===== src/rtl/kv_cache_pkg.sv =====
// kv_cache_pkg: shared op/status/state encodings for the key/value
// store command front-end.
package kv_cache_pkg;

   typedef enum logic [1:0] {
      OP_GET  = 2'd0,
      OP_PUT  = 2'd1,
      OP_DEL  = 2'd2,
      OP_RSVD = 2'd3
   } op_e;

   typedef enum logic [1:0] {
      ST_OK   = 2'd0,
      ST_MISS = 2'd1,
      ST_FULL = 2'd2,
      ST_ERR  = 2'd3
   } status_e;

   typedef enum logic [1:0] {
      S_IDLE   = 2'd0,
      S_LOOKUP = 2'd1,
      S_EXEC   = 2'd2,
      S_RESP   = 2'd3
   } state_e;

   localparam int EMPTY_KEY = 0;

endpackage


===== src/rtl/kv_cache_controller_kv_match_encoder.sv =====
// kv_match_encoder: any-set flag plus lowest-set index of a vector.
// Pure combinational; used for both hit and free-cell selection.
module kv_match_encoder #(
   parameter int N  = 4,
   parameter int IW = (N > 1) ? $clog2(N) : 1
) (
   input  logic [N-1:0]  vec,
   output logic          any,
   output logic [IW-1:0] idx
);

   always_comb begin
      any = |vec;
      idx = '0;
      // Scan downward so the lowest set bit is the last assignment.
      for (int i = N - 1; i >= 0; i--) begin
         if (vec[i]) idx = IW'(i);
      end
   end

endmodule


===== src/rtl/kv_cache_controller.sv =====
// kv_cache_controller: GET/PUT/DEL command front-end for the cell array.
// Optional round-robin eviction on a full store: define KV_CACHE_EVICT_EN.
module kv_cache_controller
   import kv_cache_pkg::*;
#(
   parameter int NUM_CELLS   = 4,
   parameter int KEY_WIDTH   = 8,
   parameter int VALUE_WIDTH = 64
) (
   input  logic                           clk,
   input  logic                           rst_n,
   input  logic                           cmd_valid,
   output logic                           cmd_ready,
   input  logic [1:0]                     cmd_op,
   input  logic [KEY_WIDTH-1:0]           cmd_key,
   input  logic [VALUE_WIDTH-1:0]         cmd_value,
   output logic                           rsp_valid,
   input  logic                           rsp_ready,
   output logic [1:0]                     rsp_status,
   output logic [VALUE_WIDTH-1:0]         rsp_value,
   output logic [NUM_CELLS-1:0]           cell_write_op,
   output logic [NUM_CELLS-1:0]           cell_read_op,
   output logic [KEY_WIDTH-1:0]           cell_key_in,
   output logic [VALUE_WIDTH-1:0]         cell_value_in,
   input  logic [NUM_CELLS*KEY_WIDTH-1:0] cell_key_out,
   input  logic [NUM_CELLS*VALUE_WIDTH-1:0] cell_value_out,
   input  logic [NUM_CELLS-1:0]           cell_used
);

   localparam int IW = $clog2(NUM_CELLS);
   localparam logic [NUM_CELLS-1:0] ONE = NUM_CELLS'(1);

   state_e                 state_q, state_d;
   op_e                    op_q;
   logic [KEY_WIDTH-1:0]   key_q;
   logic [VALUE_WIDTH-1:0] value_q;

   logic [NUM_CELLS-1:0]   hit_vec, free_vec;
   logic                   hit_any, free_any;
   logic [IW-1:0]          hit_idx, free_idx;
   logic                   hit_q, free_q;
   logic [IW-1:0]          hit_idx_q, free_idx_q;

   status_e                status_q, status_d;
   logic [VALUE_WIDTH-1:0] rval_q, rval_d;
   logic                   accept;

`ifdef KV_CACHE_EVICT_EN
   logic [IW-1:0]          victim_q;
   logic                   evict;
`endif

   assign accept = cmd_valid && cmd_ready;

   always_comb begin
      for (int i = 0; i < NUM_CELLS; i++) begin
         hit_vec[i] = cell_used[i] &&
            (cell_key_out[i*KEY_WIDTH +: KEY_WIDTH] == key_q);
      end
      free_vec = ~cell_used;
   end

   kv_match_encoder #(.N(NUM_CELLS), .IW(IW)) u_hit_enc (
      .vec (hit_vec),
      .any (hit_any),
      .idx (hit_idx)
   );

   kv_match_encoder #(.N(NUM_CELLS), .IW(IW)) u_free_enc (
      .vec (free_vec),
      .any (free_any),
      .idx (free_idx)
   );

   always_ff @(posedge clk) begin
      if (!rst_n) state_q <= S_IDLE;
      else        state_q <= state_d;
   end

   always_comb begin
      state_d       = state_q;
      cmd_ready     = 1'b0;
      rsp_valid     = 1'b0;
      cell_write_op = '0;
      cell_read_op  = '0;
      cell_key_in   = '0;
      cell_value_in = '0;
      status_d      = status_q;
      rval_d        = rval_q;
`ifdef KV_CACHE_EVICT_EN
      evict         = 1'b0;
`endif
      unique case (state_q)
         S_IDLE: begin
            cmd_ready = 1'b1;
            if (cmd_valid) state_d = S_LOOKUP;
         end
         S_LOOKUP: begin
            cell_read_op = '1;
            state_d      = S_EXEC;
         end
         S_EXEC: begin
            state_d  = S_RESP;
            rval_d   = '0;
            status_d = ST_OK;
            if (op_q == OP_RSVD ||
                key_q == KEY_WIDTH'(EMPTY_KEY)) begin
               status_d = ST_ERR;
            end else begin
               unique case (op_q)
                  OP_GET: begin
                     if (hit_q) begin
                        cell_read_op = ONE << hit_idx_q;
                        rval_d = cell_value_out[
                           int'(hit_idx_q)*VALUE_WIDTH +: VALUE_WIDTH];
                     end else begin
                        status_d = ST_MISS;
                     end
                  end
                  OP_PUT: begin
                     cell_key_in   = key_q;
                     cell_value_in = value_q;
                     if (hit_q) begin
                        cell_write_op = ONE << hit_idx_q;
                     end else if (free_q) begin
                        cell_write_op = ONE << free_idx_q;
                     end else begin
`ifdef KV_CACHE_EVICT_EN
                        cell_write_op = ONE << victim_q;
                        evict         = 1'b1;
`else
                        cell_key_in   = '0;
                        cell_value_in = '0;
                        status_d      = ST_FULL;
`endif
                     end
                  end
                  default: begin
                     // DEL: an empty key/value pair frees the cell.
                     if (hit_q) cell_write_op = ONE << hit_idx_q;
                     else       status_d = ST_MISS;
                  end
               endcase
            end
         end
         default: begin
            rsp_valid = 1'b1;
            if (rsp_ready) begin
               state_d  = S_IDLE;
               status_d = ST_OK;
               rval_d   = '0;
            end
         end
      endcase
   end

   always_ff @(posedge clk) begin
      if (!rst_n) begin
         op_q       <= OP_GET;
         key_q      <= '0;
         value_q    <= '0;
         hit_q      <= 1'b0;
         free_q     <= 1'b0;
         hit_idx_q  <= '0;
         free_idx_q <= '0;
         status_q   <= ST_OK;
         rval_q     <= '0;
      end else begin
         if (accept) begin
            op_q    <= op_e'(cmd_op);
            key_q   <= cmd_key;
            value_q <= cmd_value;
         end
         if (state_q == S_LOOKUP) begin
            hit_q      <= hit_any;
            free_q     <= free_any;
            hit_idx_q  <= hit_idx;
            free_idx_q <= free_idx;
         end
         status_q <= status_d;
         rval_q   <= rval_d;
      end
   end

`ifdef KV_CACHE_EVICT_EN
   always_ff @(posedge clk) begin
      if (!rst_n) begin
         victim_q <= '0;
      end else if (evict) begin
         if (victim_q == IW'(NUM_CELLS - 1)) victim_q <= '0;
         else                                victim_q <= victim_q + 1'b1;
      end
   end
`endif

   assign rsp_status = status_q;
   assign rsp_value  = rval_q;

endmodule


===== config.mk =====
export PLATFORM = sky130hd
export DESIGN_NAME = kv_cache_controller
export DESIGN_NICKNAME = d
export VERILOG_FILES = /design/src/rtl/kv_cache_pkg.sv /design/src/rtl/kv_cache_controller_kv_match_encoder.sv /design/src/rtl/kv_cache_controller.sv
export SDC_FILE = /design/constraint.sdc
export NUM_CORES = 1
export LEC_CHECK = 0
export BUFFER_PORTS_ARGS = -buffer_cell sky130_fd_sc_hd__buf_2
export CAP_MARGIN = 20
export CELL_PAD_IN_SITES_DETAIL_PLACEMENT = 2
export CELL_PAD_IN_SITES_GLOBAL_PLACEMENT = 2
export CORE_AREA = 2 2 204 206
export CTS_CLUSTER_SIZE = 30
export DETAILED_ROUTE_END_ITERATION = 10
export DIE_AREA = 0 0 206 208
export PLACE_DENSITY_LB_ADDON = 0.1
export SYNTH_ARGS = -nofsm -noshare
export SYNTH_HDL_FRONTEND = slang
export SYNTH_SLANG_ARGS = --single-unit

===== constraint.sdc =====
create_clock -name clk -period 2.09 [get_ports clk]
set_input_delay 0.418 -clock clk [delete_from_list [all_inputs] [get_ports clk]]
set_output_delay 0.418 -clock clk [all_outputs]
set_load 0.02 [all_outputs]

Word level (Yosys, flattened, before mapping)
Index checks and enable logic that the tools add are counted.

Output and inout port bits: 148. Word-level logic and storage cells: 84. Register bits: 148. Bits of input ports: 370.

Shift-type cells: 3. Equality and inequality tests: 9. Reductions and logical operators: 17. Multiplexer cells: 43. Bitwise operators: 2.

Operators with widths (number): 64-bit 2-to-1 mux (9); 256-bit by 9-bit variable part select with 64-bit output (1); 64-bit case mux with 2 select lines (1); 8-bit 2-to-1 mux (5); 8-bit equality test (4); 2-bit 2-to-1 mux (14); 4-bit 2-to-1 mux (7); 4-bit case mux with 2 select lines (2); 8-bit zero test (1); 4-bit OR reduction (2); 1-bit by 2-bit << shifter with 4-bit output, first input constant (2); 2-bit case mux with 3 select lines (1); 1-bit logical AND (5); 2-bit by 1-bit equality test with 1-bit output, second input constant (2); 2-bit equality test, second input constant (2); 2-bit zero test (2); 4-bit inverter (1); 2-bit case mux with 2 select lines (1); 2-bit AND reduction (2); 4-bit nonzero test (1); 1-bit 2-to-1 mux (3); 3-bit OR reduction (1); 2-bit != test, second input constant (1); 2-bit nonzero test (1); other kinds (3) (3).

Depth between registers and ports, before layout
Gate-level depths: netlist (run 1).

Word-level depth: 6. Mapped depth: 8. Depth with buffers taken out: 7.

Hierarchy
A second synthesis (run 1) with hierarchy kept.

Cell total of the unflattened synthesis: 856. Area, all modules: 8316.7 sq um.

Modules (own cells, without submodules): kv_cache_controller (cells an instance 842, area an instance 8246.7 sq um, instances 1); kv_match_encoder (cells an instance 7, area an instance 35.0 sq um, instances 2).

Worst setup path before layout (run 1)
Ideal clock, no wire load.

Kind: reg-to-output. Start point: register key_q[3]. End point: output cell_key_in[0]. Cell stages (with the launch flop): 7. Setup slack: 54 ps. Data required time: 1672 ps. Arrival: 1618 ps. Path through: dfxtp_1 > buf_4 > or4_4 > nor2_4 > nor4_2 > clkbuf_1 > and2_1.

Cells in the longest elaborated chain, start to end: 4.

RTL lines: start, declared (line kv_cache_controller.sv:35) `logic [KEY_WIDTH-1:0] key_q;`; start signal, assigned (line kv_cache_controller.sv:171) `key_q <= cmd_key;`; 8-bit zero test (line kv_cache_controller.sv:107) `key_q == KEY_WIDTH'(EMPTY_KEY)) begin`; 1-bit logical OR (line kv_cache_controller.sv:106) `if (op_q == OP_RSVD ||`; 8-bit 2-to-1 mux (line kv_cache_controller.sv:106); 8-bit 2-to-1 mux (line kv_cache_controller.sv:93) `unique case (state_q)`; end, declared (line kv_cache_controller.sv:23) `output logic [KEY_WIDTH-1:0] cell_key_in,`.

No other way between the ends.

Worst setup path in the final report (run 1)
Start point: register key_q[2]. End point: output cell_value_in[9].

Cells in the longest elaborated chain, start to end: 4.

RTL lines: 8-bit zero test (line kv_cache_controller.sv:107); 1-bit logical OR (line kv_cache_controller.sv:106); 64-bit 2-to-1 mux (line kv_cache_controller.sv:106); 64-bit 2-to-1 mux (line kv_cache_controller.sv:93); end, declared (line kv_cache_controller.sv:24) `output logic [VALUE_WIDTH-1:0] cell_value_in,`.

No other way between the ends.

==> results of run 1 <==
## cell type report
type                       instances  area [um^2]  area share
sequential                       148         2970       0.229
multi-input combinational        619         5350       0.413
antenna                            3         7.51    0.000579
timing repair buffer             575         3330       0.257
inverter                           6         22.5     0.00174
clock inverter                    12          150      0.0116
tap                              532          666      0.0513
clock buffer                      20          467      0.0360
## cell usage after synthesis, types with 3 or more instances
| cell type | instances | area share |
|---|---|---|
| clkbuf_1 | 47 | 0.021 |
| a22oi_1 | 5 | 0.0044 |
| dfxtp_1 | 148 | 0.34 |
| a21boi_0 | 76 | 0.066 |
| buf_4 | 8 | 0.0070 |
| nor2_1 | 12 | 0.0052 |
| nor2b_1 | 12 | 0.0087 |
| nand2_1 | 160 | 0.070 |
| xor2_1 | 6 | 0.0061 |
| inv_1 | 6 | 0.0026 |
| nor3_1 | 4 | 0.0023 |
| nand4_1 | 6 | 0.0044 |
| a31oi_1 | 4 | 0.0029 |
| a21oi_1 | 11 | 0.0064 |
| buf_1 | 3 | 0.0013 |
| o21ai_0 | 8 | 0.0047 |
| a22oi_2 | 60 | 0.087 |
| ha_1 | 4 | 0.0058 |
| nand2b_1 | 3 | 0.0022 |
| xnor2_1 | 27 | 0.028 |
| nand3_1 | 9 | 0.0052 |
| buf_6 | 6 | 0.0079 |
| buf_2 | 14 | 0.0081 |
| mux4_2 | 64 | 0.17 |
| and2_1 | 74 | 0.054 |
| nor2b_2 | 60 | 0.061 |
## per-layer routing
metal	up-vias	wire length (um)	global-route usage
met5	-	91	0
met4	14	563	0.0419
met3	44	2490	0.0512
met2	252	19800	0.313
met1	4073	15800	0.209
li1	4004	-	-
## flip-flops by register name, indices dropped and copies added (netlist names)
name / cells
rsp_value: 64
value_q: 64
key_q: 8
free_idx_q: 2
hit_idx_q: 2
op_q: 2
rsp_status: 2
state_q: 2
free_q: 1
hit_q: 1
## worst min-delay path, stage by stage
cell      delay, ns
buf_2          0.10
nand2_1        0.04
a21boi_0       0.06
## stage by stage
step                setup slack, ns  instance area (um^2)
floorplan                    0.0541                  8600
global placement             -0.253                 12100
detailed placement           -0.326                 12100
CTS                          -0.519                 12800
global route                 -0.570                 13000
finish                       -0.467                 13000
## power by group through the flow
| stage | registers, W | clock network [W] | logic [W] |
|---|---|---|---|
| global placement | 0.00340 | 0 | 0.00310 |
| global route | 0.00339 | 0.00358 | 0.00355 |
| finish | 0.00334 | 0.00331 | 0.00320 |
| CTS | 0.00335 | 0.00344 | 0.00325 |
| detailed placement | 0.00341 | 0 | 0.00315 |
| floorplan | 0.00336 | 0 | 0.00173 |
## how the worst max path moves through the flow
stage / depth (start not counted) / end / startpoint
after global placement: 7 / cell_read_op[1] / state_q[0]$_SDFFE_PN0P_
after CTS: 6 / cell_value_in[50] / key_q[2]$_SDFFE_PN0P_
after global routing: 6 / cell_key_in[4] / key_q[2]$_SDFFE_PN0P_
after floorplan: 6 / cell_key_in[0] / key_q[3]$_SDFFE_PN0P_
after detailed placement: 7 / cell_read_op[1] / state_q[0]$_SDFFE_PN0P_
final: 6 / cell_value_in[9] / key_q[2]$_SDFFE_PN0P_
## timing repair
action,in CTS,in global routing
hold endpoints to repair,0,0
resized for setup,24,32
setup endpoints to repair,80,80
setup buffers,1,1
pin swaps,4,1
## logic make-up after synthesis
kind of cell / share of synthesized area
AO/OA/AOI/OAI: 0.174
XOR/XNOR: 0.0336
adder cells (fa/ha/maj): 0.00582
buffers and inverters: 0.0474
flip-flops: 0.345
multiplexers: 0.169
AND/OR/NAND/NOR: 0.226
==> impl_metrics.csv, run 1 <==
group,metric,value,unit
sta,finalClockSkew,0.00699,ns
floorplan,die_w,206,um
critical_path,rr_endpoint,"rsp_value[12]$_SDFFE_PN0P_",
finish,drive_gt1_frac,0.592,
critical_path,r2r-start,"key_q[2]$_SDFFE_PN0P_",
clocking,clock-sinks,148,
finish,area_growth,50.8,%
routing,first_iter_violations,213,
critical_path,required,1.67,ns
synth,synthArstFlopShare,0,
sta,period_share,1.22,
min_path,hp-class,"in -> reg",
synth,synth_area,0.00860,mm^2
synth,synth_edf_count,0,
grt,grt_pass1_wl,56600,um
routing,num_vias,8387,
sta,timing.slew.headroom,0.722,
critical_path,critPathArrivalTime,2.14,ns
run,maxCapViolations,0,
placement,io_buffers,517,
power,worst_ir_drop_vdd,0.000606,V
sta,fin_crit,2.56,ns
synth,avgSynthCellArea,10.1,um^2
critical_path,crit_buf_inv,2,
clocking,cts.clk_slew.worst_paths,0.07,ns
routing,viasPerCell,4.38,
power,swShare,0.341,
critical_path,slowest_delay,0.55,ns
min_path,holdPathEnd,"value_q[58]$_SDFFE_PN0P_",
grt,grt_max_degree,58,
routing,firstDrtPassIters,4,
grt,antenna_found_initial,9,
synth,syn_nets,1225,
synth,synth_seq_cells,148,
finish,fin_util,0.320,
power,intPower,0.00649,W
clocking,cts_tree,"built",
clocking,insertion_delay,0.44,ns
critical_path,crit_type,"reg -> out",
placement,routabilityCongestion,0.779,
synth,synth_cell_types,38,
critical_path,crit_fanout,34,
placement,place_hpwl,31200,um
finish,fill_cells,4652,
critical_path,ff2ff_path_depth,9,
critical_path,reg2reg_slack,0.08,ns
routing,final_antenna_net_count,0,
floorplan,io_pins,518,
critical_path,startpoint_type,"flop",
critical_path,cp_top_family,"simple AND/OR/NAND/NOR gates",
sta,fmax,391,MHz
sta,tns,-35.17,ns
floorplan,core-area,0.0406,mm^2
finish,final_common_cell,"buf_2",
routing,totalWireLength,38700,um
routing,wire_per_inst,20.2,um
power,power_density,760,mW/mm^2
floorplan,placementRows,74,
clocking,cts_hold_buf,0,
routing,drcViolationCount,0,
sta,rsz0062_at_grt,"yes",
sta,setup_ws,-0.467,ns
power,switchingPower,0.00336,W
grt,globalRoute.totalOverflow,0,
finish,instances_no_fill,1915,
clocking,ctsHtreeMaxLevel,4,
power,p_leak,5.52,nW
power,pwr-share-clk,0.336,
status,violations,"setup timing",
critical_path,crit_path_top_delay_cell,"or4_4",
power,sequentialPowerShare,0.340,
finish,final_cell_mix,"buf_2 (492), nand2_1 (159), dfxtp_1 (145)",
min_path,worstHoldStart,"cmd_value[58]",
clocking,clock_path_buffers,2,
floorplan,die_area,0.0428,mm^2
sta,worst_slew_pin_slew,0.415,ns
clocking,cts_made_buffers,17,
grt,grt_pass1_vias,9115,
floorplan,die_h,208,um
synth,ys_seq_area_frac,0.345,
clocking,cts-root-buf,"clkbuf_16",
critical_path,cp-end-kind,"output pin",
power,finalPower,0.00985,W
sta,setup-violations-final,80,
power,p_comb_frac,0.325,
sta,hold_viol_final,0,
synth,synthFlopType,"dfxtp_1",
status,status,"finished, violations left",
grt,grt.total_usage,0.177,
floorplan,start_util,0.212,
sta,whs,0.219,ns
critical_path,crit_path_cell_trace,"or4_4, nor2_4, nor4_4, buf_12, and2_1, buf_4",
sta,slew_viol_final,0,
placement,dp_cells,1878,
min_path,whs_path_depth,3,
synth,yosysWarnings,0,
synth,synthCells,851,
finish,fin_nets,1741,
No activity file was read; power rests on OpenSTA's default activity.
==> inputs of run 2 (changes only) <==
- CORE_AREA: 2 2 204 206 -> unset
- CORE_MARGIN: unset -> 5
- CORE_UTILIZATION: unset -> 24
- DIE_AREA: 0 0 206 208 -> unset
==> run 2 against run 1 <==
Net effect:
- the flow still finishes with violations (setup timing)
- largest cell class unchanged
- highest routed layer unchanged
- sequential power about the same
- largest power group unchanged
- maximum frequency down 2.8%
- wire length up 5.6%
- final cell count down 3.4%
- critical path depth up 2
- utilization up 5.3 points
- via count up 1.5%
- total power down 1.5%
- clock skew up 0.0081 ns
==> impl_metrics.csv, run 2 (synthesis gave the netlist of run 1 again) <==
group,metric,value,unit
critical_path,ff2ff_path_depth,10,
placement,io_buffers,517,
floorplan,io_pins,518,
critical_path,r2r-start,"key_q[2]$_SDFFE_PN0P_",
floorplan,placementRows,69,
clocking,ctsHtreeMaxLevel,4,
finish,register_area,0.00297,mm^2
power,pwr-share-clk,0.316,
min_path,whs_path_depth,3,
power,worst_ir_drop_vdd,0.000599,V
clocking,cts-root-buf,"clkbuf_16",
status,status,"finished, violations left",
floorplan,core-area,0.0355,mm^2
min_path,hp-class,"in -> reg",
grt,grt_pass1_wl,55800,um
clocking,clock_path_buffers,2,
routing,totalWireLength,40900,um
routing,first_iter_violations,233,
routing,drcViolationCount,0,
routing,wire_per_inst,22.1,um
grt,grt_pass1_vias,9265,
clocking,cts_tree,"built",
routing,viasPerCell,4.60,
critical_path,required,1.67,ns
critical_path,rr_endpoint,"rsp_value[29]$_SDFFE_PN0P_",
grt,grt.total_usage,0.184,
sta,worst_slew_pin_slew,0.471,ns
critical_path,reg2reg_slack,0.06,ns
finish,drive_gt1_frac,0.620,
sta,hold_viol_final,0,
critical_path,cp-end-kind,"output pin",
routing,num_vias,8511,
min_path,worstHoldStart,"cmd_value[35]",
clocking,cts.clk_slew.worst_paths,0.07,ns
power,intPower,0.00628,W
critical_path,startpoint_type,"flop",
finish,instances_no_fill,1850,
floorplan,die_area,0.0397,mm^2
sta,timing.slew.headroom,0.685,
grt,antenna_found_initial,8,
sta,slew_viol_final,0,
grt,grt_max_degree,63,
power,p_leak,5.61,nW
sta,period_share,1.26,
floorplan,die_w,199,um
routing,final_antenna_net_count,0,
finish,final_common_cell,"buf_2",
sta,tns,-38.37,ns
critical_path,critPathArrivalTime,2.21,ns
floorplan,start_util,0.242,
sta,rsz0062_at_grt,"yes",
finish,area_growth,54.0,%
finish,multiInputGateArea,0.00541,mm^2
placement,routabilityCongestion,0.741,
sta,setup_ws,-0.541,ns
status,violations,"setup timing",
power,switchingPower,0.00342,W
sta,finalClockSkew,0.0150,ns
clocking,cts_made_buffers,17,
sta,setup-violations-final,80,
power,power_density,733,mW/mm^2
placement,place_hpwl,31400,um
sta,fmax,380,MHz
critical_path,crit_fanout,14,
run,maxCapViolations,0,
grt,globalRoute.totalOverflow,0,
sta,fin_crit,2.63,ns
clocking,clock-sinks,148,
finish,final_cell_mix,"buf_2 (460), nand2_1 (157), dfxtp_1 (144)",
power,swShare,0.353,
floorplan,die_h,199,um
clocking,insertion_delay,0.43,ns
finish,fin_nets,1747,
critical_path,crit_type,"reg -> out",
routing,firstDrtPassIters,4,
clocking,cts_hold_buf,0,
placement,dp_cells,1796,
power,p_comb_frac,0.337,
power,sequentialPowerShare,0.347,
min_path,holdPathEnd,"value_q[35]$_SDFFE_PN0P_",
finish,fill_cells,3957,
run 2: worst max-delay path, cell delays in order (launching register included):
cell and delay [ns]:
dfxtp_2 0.32, or4_4 0.55, nor2_4 0.15, buf_6 0.12, nor4_4 0.04, buf_6 0.15
buf_12 0.14, and2_1 0.16, buf_2 0.16
run 2: timing repair:
action                     CTS  global route
resized for setup           15           157
cloned                       1             8
hold endpoints to repair     0             0
pin swaps                    2            33
buffers inserted             2            10
setup endpoints to repair  128           142
run 2: metrics by stage:
| stage | util | setup WS, ns | area (um^2) | hold WS, ns | total power (W) |
|---|---|---|---|---|---|
| floorplan | - | 0.0541 | 8600 | 0.439 | 0.00509 |
| global placement | 0.334 | -0.463 | 11900 | 0.448 | 0.00647 |
| detailed placement | 0.335 | -0.0827 | 11900 | 0.459 | 0.00655 |
| CTS | 0.353 | -0.546 | 12500 | 0.207 | 0.00973 |
| global route | 0.373 | -0.618 | 13200 | 0.217 | 0.0103 |
| finish | 0.373 | -0.541 | 13200 | 0.231 | 0.00970 |
run 2: worst max-delay path by stage:
stage / cells past startpoint / slack, ns / start / to
4_1_cts: 7 / -0.55 / key_q[3]$_SDFFE_PN0P_ / cell_value_in[17]
3_3_place_gp: 6 / -0.46 / key_q[3]$_SDFFE_PN0P_ / cell_read_op[1]
3_5_place_dp: 7 / -0.08 / key_q[3]$_SDFFE_PN0P_ / cell_value_in[17]
2_1_floorplan: 6 / 0.05 / key_q[3]$_SDFFE_PN0P_ / cell_key_in[0]
5_1_grt: 8 / -0.62 / key_q[2]$_SDFFE_PN0P_ / cell_value_in[23]
6_report: 8 / -0.54 / key_q[2]$_SDFFE_PN0P_ / cell_value_in[2]
run 2: area by class of cell:
type	instances	share of cell area
multi-input combinational	619	0.409
inverter	6	0.00170
tap	461	0.0436
clock inverter	13	0.00907
antenna	3	0.000567
clock buffer	19	0.0342
sequential	148	0.225
timing repair buffer	581	0.278
run 2: metal layers:
layer  GRT usage  vias up  share of wire
li1            -     4020              -
met1       0.213     4178           0.39
met2       0.335      265           0.52
met3      0.0563       38          0.071
met4      0.0431       10          0.016
met5           0        -         0.0016
run 2: power by group through the flow:
| stage | Sequential (W) | Clock, W | Combinational [W] |
|---|---|---|---|
| floorplan | 0.00336 | 0 | 0.00173 |
| global placement | 0.00341 | 0 | 0.00306 |
| detailed placement | 0.00342 | 0 | 0.00313 |
| CTS | 0.00336 | 0.00321 | 0.00316 |
| global route | 0.00341 | 0.00331 | 0.00360 |
| finish | 0.00337 | 0.00306 | 0.00327 |
==> inputs of run 3 (changes only) <==
- ABC_AREA: unset -> 1
- CORE_UTILIZATION: 24 -> 21
==> run 3 against run 2 <==
Net effect:
- setup slack better by 0.29 ns
- via count rose by 31%
- utilization down 4.8 points
- critical path type unchanged
- die area increased by 11%
- the run still ends with setup timing left
- sequential power is 5% higher
- largest cell class unchanged
==> impl_metrics.csv, run 3 <==
group,metric,value,unit
finish,final_area,0.0129,mm^2
sta,fmax,427,MHz
critical_path,startpoint_type,"flop",
synth,synth_top_area_share,0.352,
clocking,cts_made_buffers,17,
status,status,"finished, violations left",
synth,yosysTopAreaCell,"dfxtp_1",
min_path,whs_path_depth,3,
finish,drive_gt1_frac,0.380,
synth,syn_nets,1646,
sta,finalClockSkew,0.00742,ns
run,maxCapViolations,0,
sta,setup_ws,-0.252,ns
floorplan,start_util,0.212,
synth,synthArstFlopShare,0,
grt,busiest_layer,"met2",
critical_path,ff2ff_path_depth,8,
sta,setup-violations-final,72,
sta,fin_crit,2.34,ns
routing,num_vias,11100,
floorplan,die_h,210,um
critical_path,cp_top_family,"simple AND/OR/NAND/NOR gates",
grt,grt_use_met1,0.262,
synth,yosysWarnings,0,
grt,globalRoute.totalOverflow,0,
sta,slew_viol_final,0,
finish,area_growth,53.6,%
critical_path,critPathArrivalTime,1.92,ns
routing,wire_per_inst,22.2,um
floorplan,placementRows,73,
routing,drcViolationCount,0,
power,p_leak,5.90,nW
placement,routabilityCongestion,0.874,
sta,hold_viol_final,0,
clocking,insertion_delay,0.44,ns
placement,place_hpwl,38400,um
floorplan,die_area,0.0442,mm^2
critical_path,required,1.67,ns
synth,synth_area_leaders,"dfxtp_1 (35%), nand3_1 (16%), nand2_1 (7.9%)",
critical_path,slowest_delay,0.34,ns
synth,synth_edf_count,0,
critical_path,crit_fanout,16,
finish,fin_nets,2125,
synth,ys_seq_area_frac,0.352,
grt,grt_pass1_wl,75400,um
clocking,cts.clk_slew.worst_paths,0.08,ns
synth,synth_cell_types,28,
synth,yosys.cell_count.top_type,"nand3_1",
clocking,clock-sinks,148,
routing,first_iter_violations,465,
clocking,ctsHtreeMaxLevel,4,
sta,whs,0.229,ns
critical_path,crit_type,"reg -> out",
sta,worst_slew_pin_slew,0.656,ns
grt,grt.total_usage,0.221,
sta,timing.slew.headroom,0.563,
critical_path,cp-end-kind,"output pin",
finish,final_cell_mix,"buf_2 (480), nand3_1 (274), nand2_1 (171)",
grt,grt_pass1_vias,12200,
critical_path,crit_buf_inv,3,
grt,grtUsageMet2,0.398,
routing,totalWireLength,51000,um
power,worst_ir_drop_vdd,0.000527,V
clocking,cts_tree,"built",
routing,firstDrtPassIters,5,
placement,dp_slack,0.0716,ns
sta,rsz0062_at_grt,"yes",
grt,grt_max_degree,129,
grt,gr-usage-met3,0.0600,
placement,dpl_cell_area,0.0116,mm^2
critical_path,crit_path_top_delay_cell,"dfxtp_2",
floorplan,io_pins,518,
synth,synth_area,0.00842,mm^2
critical_path,cp.depth,8,
status,violations,"setup timing",
sta,period_share,1.12,
synth,synth_commonest_cells,"nand3_1 (275), nand2_1 (176), nor2_1 (170)",
synth,synthFlopType,"dfxtp_1",
synth,avgSynthCellArea,6.62,um^2
synth,synthCells,1272,
floorplan,die_w,210,um
clocking,cts-root-buf,"clkbuf_16",
critical_path,crit_path_cell_trace,"nor4_4, nand2_1, nand2_2, inv_4, nand2_8, buf_16, nor3b_1, buf_2",
grt,antenna_found_initial,12,
synth,synth_seq_cells,148,
routing,final_antenna_net_count,0,
min_path,hp-class,"in -> reg",
routing,viasPerCell,4.86,
finish,final_common_cell,"buf_2",
placement,io_buffers,517,
power,power_density,841,mW/mm^2
clocking,clock_path_buffers,2,
floorplan,core-area,0.0397,mm^2
## run 3: changes by cell type after synthesis, sizes merged, moves of 16 or more
| cell | delta |
|---|---|
| inv | +52 |
| nor2 | +158 |
| xnor2 | -26 |
| nand2 | +16 |
| nor3b | +63 |
| a21boi | -74 |
| nand3 | +266 |
| and2 | -73 |
| nor2b | -72 |
| o21ai | +76 |
| clkbuf | +22 |
| a21oi | +76 |
| mux4 | -64 |
## run 3: worst min-delay path: stages
cell	delay (ns)
buf_2	0.07
o21ai_0	0.07
nor2_1	0.08
## run 3: cell families (layout without fill, tap and decap cells)
kind of cell             count (synthesis)  after routing  share of synthesized area
AO/OA/AOI/OAI                          243            243                      0.165
XOR/XNOR                                 4              4                    0.00416
other                                    0              3                          0
adder cells (fa/ha/maj)                  4              4                    0.00595
buffers and inverters                  168            660                     0.0810
AND/OR/NAND/NOR                        705            705                      0.391
flip-flops                             148            148                      0.352
## run 3: cell type report
class                      instances  area [um^2]
antenna                            3         7.51
timing repair buffer             570         3410
multi-input combinational        956         5080
sequential                       148         2980
clock buffer                      17          425
inverter                          58          225
fill                            4826        26800
clock inverter                    15          138
tap                              525          657
## run 3: layer usage
| metal | wire, um | part of all wire | vias to the layer above |
|---|---|---|---|
| met5 | 100 | 0.0020 | - |
| met4 | 932 | 0.018 | 16 |
| met3 | 3310 | 0.065 | 59 |
| met2 | 26000 | 0.51 | 306 |
| met1 | 20600 | 0.40 | 5446 |
| li1 | - | - | 5320 |
## run 3: timing repair
item                       CTS  global route
setup buffers               14             0
cloned                       8             0
pin swaps                    5            11
setup endpoints to repair   80            80
hold buffers                 0             0
resized for setup           68            53
## run 3: worst paths after layout
kind                                   start                          to  slack, ns
setup / recovery       key_q[3]$_SDFFE_PN0P_           cell_value_in[45]      -0.25
hold reg to reg   rsp_value[14]$_SDFFE_PN0P_  rsp_value[14]$_SDFFE_PN0P_       0.46
setup reg to reg     state_q[1]$_SDFFE_PN0P_  rsp_value[33]$_SDFFE_PN0P_       0.16
hold / removal                 cmd_value[63]    value_q[63]$_SDFFE_PN0P_       0.23
## run 3: where the power goes
part	internal, W	switching, W
Sequential	0.00324	0.000301
Clock	0.00157	0.00144
Combinational	0.00157	0.00275
Total	0.00638	0.00449
## run 3: through the flow
step | std cells | TNS [ns] | power, W | util
6_report | 2292 | -15.52 | 0.0109 | 0.325
5_1_grt | 2290 | -21.72 | 0.0116 | 0.325
4_1_cts | 2292 | -19.19 | 0.0111 | 0.322
3_3_place_gp | 2238 | 0 | 0.00718 | 0.293
3_5_place_dp | 2238 | 0 | 0.00729 | 0.293
2_1_floorplan | 1272 | 0 | 0.00566 | -
